==> src/rtl/logo_pkg.sv <==
// Shared definitions for the logo scroll controller and the logo painters:
// coordinate width, default bounds and the scroll state encoding.
package logo_pkg;

  localparam int LOGO_W = 11;

  localparam logic [LOGO_W-1:0] DELT_MIN_DEF     = 11'd0;
  localparam logic [LOGO_W-1:0] DELT_MAX_DEF     = 11'd200;
  localparam logic [LOGO_W-1:0] STEP_DEF         = 11'd4;
  localparam logic [7:0]        FRAME_DIV_DEF    = 8'd2;
  localparam logic [7:0]        DWELL_FRAMES_DEF = 8'd3;

  typedef enum logic [2:0] {
    IDLE    = 3'd0,
    RIGHT   = 3'd1,
    DWELL_R = 3'd2,
    LEFT    = 3'd3,
    DWELL_L = 3'd4
  } scroll_state_e;

endpackage

==> src/rtl/frame_tick_gen.sv <==
// Registers the active-low vertical sync and flags its falling edge,
// giving exactly one tick per frame.
module frame_tick_gen (
  input  logic clk,
  input  logic rst,
  input  logic vs,
  output logic tick
);

  logic vs_q;

  // NOTE: sequential state uses non-blocking assignments so every register
  // samples pre-edge values regardless of process ordering.
  always_ff @(posedge clk or negedge rst) begin
    if (!rst) vs_q <= 1'b1;
    else      vs_q <= vs;
  end

  assign tick = vs_q & ~vs;

endmodule

==> src/rtl/logo_scroll_ctrl.sv <==
// Bouncing horizontal offset for the logo painters: steps every FRAME_DIV
// frames, dwells DWELL_FRAMES frames at each bound, then reverses.
module logo_scroll_ctrl
  import logo_pkg::*;
#(
  parameter logic [LOGO_W-1:0] DELT_MIN     = DELT_MIN_DEF,
  parameter logic [LOGO_W-1:0] DELT_MAX     = DELT_MAX_DEF,
  parameter logic [LOGO_W-1:0] STEP         = STEP_DEF,
  parameter logic [7:0]        FRAME_DIV    = FRAME_DIV_DEF,
  parameter logic [7:0]        DWELL_FRAMES = DWELL_FRAMES_DEF
) (
  input  logic              clk,
  input  logic              rst,
  input  logic              vs,
  input  logic              enable,
  input  logic              home,
  output logic [LOGO_W-1:0] delt,
  output logic              dir,
  output logic              step_pulse
);

  localparam logic [7:0] FRAME_LAST = FRAME_DIV - 8'd1;
  localparam logic [7:0] DWELL_LAST = DWELL_FRAMES - 8'd1;

  scroll_state_e     state, state_d;
  logic [LOGO_W-1:0] delt_d;
  logic              dir_d;
  logic [7:0]        frame_cnt, frame_cnt_d;
  logic [7:0]        dwell_cnt, dwell_cnt_d;
  logic              stepped, stepped_d;
  logic              step_pulse_d;
  logic              tick;
  logic [LOGO_W:0]   sum_right;
  logic [LOGO_W:0]   left_floor;
  logic              at_bound;

  frame_tick_gen u_tick (
    .clk  (clk),
    .rst  (rst),
    .vs   (vs),
    .tick (tick)
  );

  // One guard bit so delt + STEP can be compared against the bound unwrapped.
  assign sum_right  = {1'b0, delt} + {1'b0, STEP};
  assign left_floor = {1'b0, DELT_MIN} + {1'b0, STEP};
  assign at_bound   = dir ? (delt == DELT_MIN) : (delt == DELT_MAX);

  always_ff @(posedge clk or negedge rst) begin
    if (!rst) begin
      state      <= IDLE;
      delt       <= DELT_MIN;
      dir        <= 1'b0;
      frame_cnt  <= '0;
      dwell_cnt  <= '0;
      stepped    <= 1'b0;
      step_pulse <= 1'b0;
    end else begin
      state      <= state_d;
      delt       <= delt_d;
      dir        <= dir_d;
      frame_cnt  <= frame_cnt_d;
      dwell_cnt  <= dwell_cnt_d;
      stepped    <= stepped_d;
      step_pulse <= step_pulse_d;
    end
  end

  // NOTE: every output of this block is defaulted first so no path leaves a
  // variable unassigned, which would otherwise infer a latch.
  always_comb begin
    state_d      = state;
    delt_d       = delt;
    dir_d        = dir;
    frame_cnt_d  = frame_cnt;
    dwell_cnt_d  = dwell_cnt;
    stepped_d    = 1'b0;
    step_pulse_d = stepped;

    if (home) begin
      state_d      = enable ? RIGHT : IDLE;
      delt_d       = DELT_MIN;
      dir_d        = 1'b0;
      frame_cnt_d  = '0;
      dwell_cnt_d  = '0;
      step_pulse_d = 1'b0;
    end else if (state != IDLE && !enable) begin
      // Freezing abandons any dwell; dir still holds the pre-dwell direction.
      state_d     = IDLE;
      frame_cnt_d = '0;
      dwell_cnt_d = '0;
    end else begin
      unique case (state)
        IDLE: begin
          frame_cnt_d = '0;
          dwell_cnt_d = '0;
          if (enable) begin
            if (dir) state_d = at_bound ? DWELL_L : LEFT;
            else     state_d = at_bound ? DWELL_R : RIGHT;
          end
        end
        RIGHT, LEFT: begin
          if (tick) begin
            if (frame_cnt == FRAME_LAST) begin
              frame_cnt_d = '0;
              stepped_d   = 1'b1;
              if (state == RIGHT) begin
                if (sum_right >= {1'b0, DELT_MAX}) begin
                  delt_d  = DELT_MAX;
                  state_d = DWELL_R;
                end else begin
                  delt_d = sum_right[LOGO_W-1:0];
                end
              end else begin
                if ({1'b0, delt} <= left_floor) begin
                  delt_d  = DELT_MIN;
                  state_d = DWELL_L;
                end else begin
                  delt_d = delt - STEP;
                end
              end
            end else begin
              frame_cnt_d = frame_cnt + 8'd1;
            end
          end
        end
        DWELL_R, DWELL_L: begin
          if (tick) begin
            if (dwell_cnt == DWELL_LAST) begin
              dwell_cnt_d = '0;
              frame_cnt_d = '0;
              dir_d       = ~dir;
              state_d     = (state == DWELL_R) ? LEFT : RIGHT;
            end else begin
              dwell_cnt_d = dwell_cnt + 8'd1;
            end
          end
        end
        default: state_d = IDLE;
      endcase
    end
  end

endmodule
==> config.mk <==
export PLATFORM = sky130hd
export DESIGN_NAME = logo_scroll_ctrl
export DESIGN_NICKNAME = d
export VERILOG_FILES = /design/src/rtl/logo_pkg.sv /design/src/rtl/frame_tick_gen.sv /design/src/rtl/logo_scroll_ctrl.sv
export SDC_FILE = /design/constraint.sdc
export NUM_CORES = 1
export LEC_CHECK = 0
export BUFFER_PORTS_ARGS = -buffer_cell sky130_fd_sc_hd__buf_2
export CAP_MARGIN = 10
export CORE_MARGIN = 8
export CORE_UTILIZATION = 54
export DETAILED_ROUTE_END_ITERATION = 8
export GPL_TIMING_DRIVEN = 1
export PLACE_DENSITY = 0.74
export SLEW_MARGIN = 15
export SYNTH_ARGS = -nofsm -noshare
export SYNTH_HDL_FRONTEND = slang
export SYNTH_SLANG_ARGS = --single-unit
==> constraint.sdc <==
create_clock -name clk -period 2.5 [get_ports clk]
set_clock_uncertainty 0.1 [all_clocks]
set_input_delay 0.25 -clock clk [delete_from_list [all_inputs] [get_ports clk]]
set_output_delay 0.25 -clock clk [all_outputs]
set_load 0.05 [all_outputs]
==> flow_metrics.py <==
metrics = {
    "clock_network": {
        "numClockSinks": 32,
        "cts_tree": "yes",
        "htree_levels": 2,
        "clockRootBuffer": "clkbuf_8",
        "clkTransAtPathRegs_ns": 0.08,
        "cts.path.max_buffers": 2,
        "cts_made_buffers": 5,
        "worst_skew_pair.late_latency_ns": 0.29,
        "cts_setup_buffers": 0,
    },
    "detailed_routing": {
        "drt_first_pass_iters": 4,
        "remaining_drc_errors": 0,
        "drtAntennaViolNets": 0,
        "vias": 2098,
        "via_per_inst": 5.83,
        "avgRoutedWirePerCell_um": 15.0,
        "drt_iter0_drc": 150,
        "finalWirelength_um": 5380,
    },
    "floorplan": {
        "die_h_um": 82.0,
        "num_io_pins": 18,
        "core_region_area_um2": 4260,
        "core.rowCount": 24,
        "die_w_um": 82.0,
        "design.die.area_um2": 6730,
        "start_util": 0.552,
    },
    "timing": {
        "finalCritPeriodShare": 0.932,
        "fmax_mhz": 429,
        "worst-slew-pin-transition_ns": 0.708,
        "hold_viol": 0,
        "finalSetupViolCount": 0,
        "finalSetupTns_ns": 0,
        "relSlewSlack": 0.528,
        "post-route-min-period_ns": 2.33,
        "slew_violations": 0,
    },
    "placed_design": {
        "place_area_um2": 2540,
        "hpwl_um": 3860,
        "gp_congestion": 0.841,
        "numPortBuffers": 15,
    },
    "final_layout": {
        "final_core_util": 0.627,
        "drive_above_1_share": 0.195,
        "syn2layout_area_growth_pct": 13.6,
        "final_area_um2": 2680,
        "layout.nets": 322,
        "regArea_um2": 805,
        "multi_input_area_um2": 1460,
        "fillers": 364,
        "antennaDiodeCount": 0,
    },
    "synth": {
        "synth.avg_cell_area_um2": 8.26,
        "synth_top_area_share": 0.329,
        "synth_area_leader_cell": "dfrtp_1",
        "synth.top_cells.by_area": "dfrtp_1 33%, o21ai_0 8.1%, ha_1 5.3%",
        "yosys.cell_types.count": 57,
        "async_reset_ff_frac": 1.00,
        "synth-edff-count": 0,
        "ys_warn_count": 0,
        "ys_seq_elements": 32,
        "yosysSeqAreaShare": 0.341,
        "synthFlopType": "dfrtp_1",
        "synth_cells": 285,
        "synth.cell_area_um2": 2350,
    },
    "worst_setup_path": {
        "path_class": "flop to flop",
        "path_buf_inv": 1,
        "crit_chain": "inv_2 -> ha_4 -> or4_4 -> a311oi_4 -> nand2_1 -> a22o_1",
        "cp_slowest_cell": "or4_4",
        "required_ns": 2.58,
        "crit_path_start_kind": "flop",
        "critPathMaxFanout": 9,
        "crit_arrival_ns": 2.41,
        "slowest_delay_ns": 0.53,
        "path_delay_family": "compound AO/OA/AOI/OAI gates",
        "setup.worst_path.end_class": "flop",
    },
    "outcome": {
        "status": "complete, no violations",
    },
    "global_routing": {
        "grt_pass1_vias": 2000,
        "grt_usage": 0.173,
        "grt_pass1_wl_um": 9050,
        "grt-ovfl-total": 0,
        "antenna_found_initial": 0,
        "grt_max_degree": 33,
    },
    "worst_hold_path": {
        "hp-class": "primary input to flop",
    },
    "pwr": {
        "p_leak_nw": 1.19,
        "ir_worst_vdd_mv": 0.289,
        "p_per_area_nw_per_um2": 610,
    },
    "job": {
        "max_cap_viol_count": 0,
    },
}
==> report_power, final <==
part           total [mW]  internal, mW  switching [mW]
Clock               0.423         0.224           0.199
Sequential          0.629         0.547          0.0815
Combinational       0.579         0.245           0.334
Total                1.63          1.02           0.615
==> final timing paths <==
check	startpoint	end	slack (ns)	cells after the start
worst max-delay path	delt[2]$_DFFE_PN0P_	state[1]$_DFFE_PN0P_	0.17	6
worst min-delay path	home	dir$_DFFE_PN0P_	0.25	2
worst max register to register	delt[2]$_DFFE_PN0P_	state[1]$_DFFE_PN0P_	0.17	6
worst min register to register	stepped$_DFF_PN0_	step_pulse$_DFF_PN0_	0.39	1
max in group asynchronous	rst	delt[2]$_DFFE_PN0P_	1.35	2
min in group asynchronous	rst	dwell_cnt[1]$_DFFE_PN0P_	0.44	2
==> repair_timing <==
action,in CTS,in global routing
endpoints found under the setup margin,0,5
endpoints found under the hold margin,32,0
gates resized for setup,0,6
hold buffers,2,0
==> logic make-up (layout without fill, tap and decap cells) <==
group                    count (synthesis)  in the layout  synth area share
buffers and inverters                   29             51            0.0595
AO/OA/AOI/OAI                           77             77             0.207
XOR/XNOR                                 3              3            0.0112
AND/OR/NAND/NOR                        126            126             0.296
adder cells (fa/ha/maj)                 12             12            0.0616
flip-flops                              32             32             0.341
multiplexers                             5              5            0.0223
other                                    1              2           0.00159
==> cell usage after synthesis, types with 2 or more instances <==
cell type	instances
a21oi_1	8
a31oi_1	6
and3_1	13
buf_2	10
buf_4	3
clkbuf_1	4
dfrtp_1	31
ha_1	10
inv_1	11
maj3_1	2
mux2_2	2
mux2i_1	3
nand2_1	31
nand2b_1	10
nand3_1	10
nand4_1	2
nor2_1	23
nor2b_1	5
nor3_1	9
nor3b_1	5
nor4_2	2
o21a_1	2
o21ai_0	38
o21ai_1	4
o21bai_1	2
o311ai_1	2
o31ai_1	3
or3_1	3
or4_1	2
xor2_1	2
==> registers in the layout, summed over array words and instances (netlist names) <==
| signal | count |
|---|---|
| delt | 9 |
| dir | 1 |
| dwell_cnt | 8 |
| frame_cnt | 8 |
| state | 3 |
| step_pulse | 1 |
| stepped | 1 |
| u_tick.vs_q | 1 |
==> final cells by class <==
cell class                      count  area share
Tap cell                           52      0.0243
Timing Repair Buffer               32      0.0776
Sequential cell                    32       0.301
Clock inverter                      1     0.00281
Multi-Input combinational cell    225       0.547
Clock buffer                        7      0.0323
Inverter                           11      0.0154
==> through the flow <==
stage | worst slack (ns) | hold slack [ns] | instances | power [mW]
CTS | 0.110 | 0.243 | 360 | 1.64
detailed placement | 0.124 | 0.251 | 350 | 1.21
global placement | 0.181 | 0.247 | 350 | 1.20
global route | -0.00521 | 0.267 | 360 | 1.74
finish | 0.171 | 0.248 | 360 | 1.63
floorplan | 0.0462 | -0.146 | 286 | 1.06
==> routing by layer <==
metal  wire length (um)  track usage
met3                299       0.0449
met4                116       0.0842
met1               2450        0.212
met5                  0            0
met2               2520        0.276
==> placed cells by master (no fill, tap or decap), drive strengths merged, types with 3 or more instances in the layout <==
cell,instances
or3,3
nor4,4
nor2,23
o31ai,3
nand3,10
mux2i,3
nand2b,10
nor3,9
nand2,31
and3,13
nor2b,5
a21oi,8
dfrtp,31
a31oi,6
inv,11
nor3b,6
buf,30
o21ai,42
ha,10
clkbuf,7
(Power assumes the default switching activity.)
